## config.mk

```make
export PLATFORM = sky130hd
export DESIGN_NAME = l2_port_arbiter
export DESIGN_NICKNAME = d
export VERILOG_FILES = /design/src/rtl/l2_arb_pkg.sv /design/src/rtl/rr_picker.sv /design/src/rtl/l2_port_arbiter.sv
export SDC_FILE = /design/constraint.sdc
export NUM_CORES = 1
export LEC_CHECK = 0
export ABC_AREA = 0
export CORE_AREA = 3 3 273 275
export CTS_CLUSTER_SIZE = 24
export DETAILED_ROUTE_END_ITERATION = 12
export DIE_AREA = 0 0 276 278
export DONT_BUFFER_PORTS = 1
export GPL_ROUTABILITY_DRIVEN = 0
export MAX_ROUTING_LAYER = met4
export PLACE_DENSITY = 0.3
export SLEW_MARGIN = 20
export SYNTH_ARGS = -nofsm -noshare
export SYNTH_HDL_FRONTEND = slang
export SYNTH_HIERARCHICAL = 1
export SYNTH_SLANG_ARGS = --single-unit
export TNS_END_PERCENT = 5
```

## constraint.sdc

```tcl
create_clock -name clk -period 1.5 [get_ports clk]
set_clock_uncertainty 0.1 [all_clocks]
set_input_delay 0.15 -clock clk [delete_from_list [all_inputs] [get_ports clk]]
set_output_delay 0.15 -clock clk [all_outputs]
set_load 0.005 [all_outputs]
```

## src/rtl/l2_arb_pkg.sv

```systemverilog
// Shared types and the round-robin search used by the L2 port arbiter.
// The arbiter supports up to MAX_PORTS requesters.
package l2_arb_pkg;

  localparam int MAX_PORTS = 8;

  typedef enum logic [1:0] {IDLE, BUSY, RECOVER} state_t;

  // The search starts at ptr and walks upward, wrapping modulo n.
  // A ptr of 0 gives lowest-index-wins fixed priority.
  function automatic logic rr_next(input logic [MAX_PORTS-1:0] req, input int ptr,
                                   input int n, output int idx);
    logic found;
    int   j;
    found = 1'b0;
    idx   = 0;
    for (int k = 0; k < MAX_PORTS; k++) begin
      j = (ptr + k) % n;
      if (k < n && !found && req[j]) begin
        found = 1'b1;
        idx   = j;
      end
    end
    return found;
  endfunction

endpackage

```

## src/rtl/rr_picker.sv

```systemverilog
// Combinational priority picker: round-robin from ptr, or fixed priority
// (lowest index wins) when RR_EN is 0.
module rr_picker
  import l2_arb_pkg::*;
#(
  parameter int N_PORTS = 2,
  parameter bit RR_EN   = 1'b1,
  localparam int PW     = $clog2(N_PORTS)
) (
  input  logic [N_PORTS-1:0] req,
  input  logic [PW-1:0]      ptr,
  output logic               found,
  output logic [PW-1:0]      idx
);

  int idx_i;

  always_comb begin
    idx_i = 0;
    found = rr_next(MAX_PORTS'(req), RR_EN ? int'(ptr) : 0, N_PORTS, idx_i);
    idx   = PW'(idx_i);
  end

endmodule

```

## src/rtl/l2_port_arbiter.sv

```systemverilog
// N-port arbiter multiplexing L1 line requests onto one registered L2 port,
// with a single recovery cycle after each L2 response.
module l2_port_arbiter
  import l2_arb_pkg::*;
#(
  parameter int N_PORTS = 2,
  parameter int ADDR_W  = 16,
  parameter int LINE_W  = 128,
  parameter bit RR_EN   = 1'b1
) (
  input  logic                      clk,
  input  logic                      rst_n,
  input  logic [N_PORTS-1:0]        req_read,
  input  logic [N_PORTS-1:0]        req_write,
  input  logic [N_PORTS*ADDR_W-1:0] req_addr,
  input  logic [N_PORTS*LINE_W-1:0] req_wdata,
  output logic [LINE_W-1:0]         req_rdata,
  output logic [N_PORTS-1:0]        req_resp,
  output logic                      l2_read,
  output logic                      l2_write,
  output logic [ADDR_W-1:0]         l2_addr,
  output logic [LINE_W-1:0]         l2_wdata,
  input  logic [LINE_W-1:0]         l2_rdata,
  input  logic                      l2_resp,
  output logic                      busy
);

  localparam int PW = $clog2(N_PORTS);

  state_t        state, state_nx;
  logic [PW-1:0] ptr, grant, pick, grant_inc;
  logic          found;

  rr_picker #(.N_PORTS(N_PORTS), .RR_EN(RR_EN)) u_pick (
    .req   (req_read | req_write),
    .ptr   (ptr),
    .found (found),
    .idx   (pick)
  );

  assign grant_inc = (grant == PW'(N_PORTS - 1)) ? '0 : grant + PW'(1);
  assign req_rdata = l2_rdata;
  assign busy      = (state != IDLE);

  always_comb begin
    state_nx = state;
    case (state)
      IDLE:    if (found)   state_nx = BUSY;
      BUSY:    if (l2_resp) state_nx = RECOVER;
      RECOVER:              state_nx = IDLE;
      default:              state_nx = IDLE;
    endcase
  end

  always_comb begin
    req_resp = '0;
    if (state == BUSY && l2_resp) req_resp[grant] = 1'b1;
  end

  // A port raising both read and write is served as a write.
  always_ff @(posedge clk or negedge rst_n) begin
    if (!rst_n) begin
      state    <= IDLE;
      ptr      <= '0;
      grant    <= '0;
      l2_read  <= 1'b0;
      l2_write <= 1'b0;
      l2_addr  <= '0;
      l2_wdata <= '0;
    end else begin
      state <= state_nx;
      case (state)
        IDLE: if (found) begin
          grant    <= pick;
          l2_addr  <= req_addr[int'(pick)*ADDR_W +: ADDR_W];
          l2_wdata <= req_wdata[int'(pick)*LINE_W +: LINE_W];
          l2_write <= req_write[pick];
          l2_read  <= ~req_write[pick];
        end
        BUSY: if (l2_resp) begin
          l2_read  <= 1'b0;
          l2_write <= 1'b0;
          l2_addr  <= '0;
          l2_wdata <= '0;
          if (RR_EN) ptr <= grant_inc;
        end
        default: ;
      endcase
    end
  end

  a_no_rw_both: assert property (@(posedge clk) disable iff (!rst_n)
    (req_read & req_write) == '0);

endmodule

```

Yosys cells after proc, flatten, opt, wreduce, memory -nomap -nowiden. Index checks and enable logic that the tools add are counted. W data, S select, Z words.

Register bits: 150.

Reductions and logical operators: 11. Equality and inequality tests: 3. Bitwise gates (word level): 3. Magnitude comparators: 5. Muxes and demuxes: 29. Add/sub/neg operators: 2. Shift operators: 2.

Operators with widths (count): $mux W128 (2); $pmux W128 S2 (1); $shiftx A256 B9 Y128 (1); $mux W16 (2); $pmux W16 S2 (1); $shiftx A32 B6 Y16 (1); $mux W1 (15); $mux W2 (3); $reduce_and A2 Y1 (3); $lt A2 B5 Y1 const B (1); $lt A1 B2 Y1 const B (2); $lt A1 B4 Y1 const B (1); $ne A2 B2 Y1 const B (2); $pmux W1 S2 (2); $pmux W2 S2 (1); $reduce_bool A2 Y1 (2); $logic_and A1 B1 Y1 (3); $reduce_and A3 Y1 (1); $add A1 B1 Y1 const B (2); $bmux W1 S2 (1); $eq A2 B1 Y1 const B (1); $logic_not A2 Y1 (1); $or A2 B2 Y2 (1); $and A1 B1 Y1 const A (1); other kinds (4) (4).

Longest topological paths before layout.
Word-level depth: 12. Depth in mapped cells: 8. Depth with buffers taken out: 5.

Hierarchy. The synthesis kept the hierarchy.

Modules (own cells, without submodules): l2_port_arbiter (instances 1, cells an instance 793, area an instance 8484.4 µm²); rr_picker (instances 1, cells an instance 3, area an instance 17.5 µm²).

Least setup slack after synthesis. Ideal clock, no wire load.

Path kind: in2reg. Start: input req_write[0]. End: register l2_wdata[81]. Slack: -0.259 ns. Setup time: 0.118 ns. Data required time: 1.282 ns. Cell stages on the path: 8. Buffers on the path: 3. Data arrival time: 1.541 ns. Cells stage by stage: or2_2 -> or2_1 -> or3b_1 -> clkbuf_1 -> buf_2 -> buf_2 -> nor3_1 -> a21o_1.

Elaborated cells on any way between the ends: 17. Those cells by class: 1 x eq/ne; 1 x shift; 11 x mux; 1 x bitwise; 3 x reduce/logical.

RTL lines: start, declared (RTL line l2_port_arbiter.sv:14) `input logic [N_PORTS-1:0] req_write,`; $or A2 B2 Y2 * (RTL line l2_port_arbiter.sv:35) `.req (req_read | req_write),`; $mux W1 (implied by the code) (2 in series) (RTL line l2_arb_pkg.sv:19) `if (k < n && !found && req[j]) begin`; $mux W1 (RTL line l2_arb_pkg.sv:19); $logic_not A1 Y1 (RTL line l2_arb_pkg.sv:19); $logic_and A1 B1 Y1 (RTL line l2_arb_pkg.sv:19); $mux W1 * (RTL line l2_arb_pkg.sv:19); named net found (RTL line l2_port_arbiter.sv:32) `logic found;`; $ne A2 B2 Y1 (no line) *; $reduce_and A3 Y1 (no line) *; end signal, assigned (RTL line l2_port_arbiter.sv:76) `l2_wdata <= req_wdata[int'(pick)*LINE_W +: LINE_W];`; end, declared (RTL line l2_port_arbiter.sv:22) `output logic [LINE_W-1:0] l2_wdata,`.

The timed path passes the listed nets; every way through them passes the cells marked *. The select of a mux whose other input is x is not followed. A chain may end at the register's enable or synchronous reset.

Worst setup path after layout.
Start: register ptr. End: register l2_wdata[4].

Longest elaborated chain between the ends: 10. Elaborated cells on any way between the ends: 18. Those cells by class: 1 x add/sub; 1 x eq/ne; 1 x shift; 11 x mux; 1 x bitwise; 3 x reduce/logical.

Ends and longest elaborated chain: start, declared (RTL line l2_port_arbiter.sv:31) `logic [PW-1:0] ptr, grant, pick, grant_inc;`; start signal, assigned (RTL line l2_port_arbiter.sv:85) `if (RR_EN) ptr <= grant_inc;`; $add A1 B1 Y1 (RTL line l2_arb_pkg.sv:18) `j = (ptr + k) % n;`; $and A1 B1 Y1 (no line); $bmux W1 S2 (RTL line l2_arb_pkg.sv:19); $mux W1 (implied by the code) (2 in series) (RTL line l2_arb_pkg.sv:19); $logic_and A1 B1 Y1 (RTL line l2_arb_pkg.sv:19); $mux W1 * (RTL line l2_arb_pkg.sv:19); named net pick (RTL line l2_port_arbiter.sv:31); $shiftx A256 B9 Y128 * (RTL line l2_port_arbiter.sv:76); $mux W128 * (RTL line l2_port_arbiter.sv:73) `IDLE: if (found) begin`; $pmux W128 S2 * (RTL line l2_port_arbiter.sv:72) `case (state)`.

Marks and branches as above.

==> reports/metrics.yaml <==
async_flop_share_pct: 100
place_hpwl_um: 23400
rsz0062_at_grt: "yes"
max_freq_mhz: 541
hp-class: "input port to async pin"
synth.ff_latch_count: 150
yosysTopAreaCellShare_pct: 44.2
multi_input_comb_area_um2: 4170
worst_slew_pin_slew_ps: 334
layout_common_cells: "289 x dlygate4sd3_1, 150 x dfrtp_1, 145 x a21o_1, 118 x mux2i_1, 103 x nor3_2"
cts_buffers: 17
worst-endpoint-arrival_ps: 2100
coreArea_um2: 72600
synth.area.top_cells: "dfrtp_1 44%, mux2i_1 17%, a21o_1 13%"
grt_usage_pct: 9.52
fp-row-count: 99
layout.nets: 1430
fin_crit_ps: 1850
violations: "hold timing, setup timing"
drc: 0
worstSetupPathType: "flip-flop to flip-flop"
clock_tree.root_cell: "clkbuf_16"
yosys.area.top_type: "dfrtp_1"
start_util_pct: 11.7
finalSetupViolCount: 150
path_cells: "inv_2 > a21boi_4 > buf_6 > buf_16 > mux2i_2 > nor3_4 > a21o_1"
placed_area_um2: 9140
cts_buffer_depth: 2
whs_ps: -729
drv_cap: 0
clkTransAtPathRegs_ps: 70
htreeDepth: 4
fillers: 7917
max-slew-margin-rel_pct: 77.7
cp_slowest_cell: "dfrtp_1"
synthCells: 796
final-seq-area_um2: 3750
dieHeight_um: 278
antenna_cells: 0
maxSlewViolCount: 0
die_area_um2: 76700
avgSynthCellArea_um2: 10.7
grt_max_degree: 151
grt_pass1_wl_um: 52800
yosysWarnings: 6
finalHoldViolations: 150
grt_overflow: 0
crit_path_max_fanout: 30
cts.sinks: 150
postCtsHoldBufs: 289
ant_nets: 0
setup-tns-final_ps: -41480
final_common_cell: "dlygate4sd3_1"
drt_pre_antenna_iters: 4
fin_area_um2: 13900
wl_um: 36800
cts_tree: "yes"
via_per_inst: 3.54
report.power.total_mw: 24.2
fin_ws_ps: -347
io_buffers: 0
slowest_delay_ps: 360
crit_path_end_kind: "flip-flop"
area.growth.synth_to_final_pct: 63.7
wl_per_cell_um: 18.6
period_share_pct: 123
leakage_nw: 6.58
p_per_area_nw_per_um2: 1740
drtIter0Drc: 174
worstSkewPairLatency_ps: 460
drive_gt1_share_pct: 27.4
grt_antenna_before_repair: 0
synth_edf_count: 0
ys.flop_type: "dfrtp_1"
ios: 700
syn-cell-area_um2: 8500
worstRegToRegCells: 7
fp.dieW_um: 276
first_global_vias: 8040
synth_nets: 1219
startpoint_type: "flip-flop"
critPathRequiredTime_ps: 1760
status: "finished with violations"
vias: 7015
synth_cell_types: 23
vdd_ir_drop_max_mv: 0.921
ys_seq_area_share_pct: 44.2
==> report_power, final <==
| group | switching (mW) | internal [mW] |
|---|---|---|
| sequential | 1.37 | 5.51 |
| clock | 2.07 | 2.32 |
| combinational | 6.31 | 6.62 |
| total | 9.75 | 14.4 |
==> area by class of cell <==
| class | count | area share (%) |
|---|---|---|
| timing repair buffer | 385 | 30.3 |
| multi-input combinational | 450 | 30.0 |
| sequential | 150 | 27.0 |
| tap | 959 | 8.62 |
| clock buffer | 21 | 3.45 |
| clock inverter | 11 | 0.638 |
| inverter | 3 | 0.0809 |
==> synth_stat cells (2+ instances only) <==
cell type / instances
or2_2: 3
o2bb2ai_1: 2
buf_2: 31
dfrtp_1: 150
nor3_1: 144
mux2i_1: 145
a21o_1: 145
inv_1: 3
buf_6: 16
buf_4: 128
clkbuf_1: 17
==> final timing paths <==
kind	from	to	slack, ps
min in group clk	req_wdata[198]	l2_wdata[70]	50
max in group asynchronous	rst_n	l2_wdata[23]	1730
setup reg to reg	ptr	l2_wdata[4]	-350
setup / recovery	ptr	l2_wdata[4]	-350
hold / removal	rst_n	l2_wdata[71]	-730
hold reg to reg	ptr	ptr	400
==> critical path, delay by kind of cell, from the launching register on <==
family / cells / cell delay [ps]
buffers and inverters: 3 / 510
flip-flops: 1 / 360
multiplexers: 1 / 340
AO/OA/AOI/OAI: 2 / 320
AND/OR/NAND/NOR: 1 / 60
==> metal layers <==
metal  vias up  wire length (um)  track usage, %
met1      3487             13500            9.67
met5         -                 0               -
met2       327             19200            16.1
met3       101              2710            3.58
li1       3100                 -               -
met4         0              1370            4.82
==> registers in the layout, summed over array words and instances (netlist names) <==
register / count
l2_read: 1
l2_wdata: 128
l2_write: 1
ptr: 1
l2_addr: 16
state: 2
grant: 1
==> timing repair <==
item | in CTS | in global routing
resized for setup | 119 | 74
gates cloned | 7 | 6
endpoints found under the hold margin | 298 | 150
setup buffers | 11 | 0
pin swaps | 16 | 12
setup endpoints to repair | 151 | 151
==> stage by stage <==
stage	setup WS [ps]	instances	util [%]
after global routing	-416	1979	19.2
final	-347	1979	19.2
after detailed placement	-653	1636	12.6
after global placement	-640	1636	12.6
after CTS	-348	1975	18.5
after floorplan	-173	796	-
==> cells by family (layout without fill, tap and decap cells) <==
family | count (synthesis) | after routing | synth area share, %
AOI/OAI and AO/OA | 148 | 148 | 13.1
buffers and inverters | 196 | 420 | 16.2
DFF | 150 | 150 | 44.2
muxes | 146 | 146 | 17.2
and+or+nand+nor | 156 | 156 | 9.37
No activity file was read; power rests on OpenSTA's default activity.
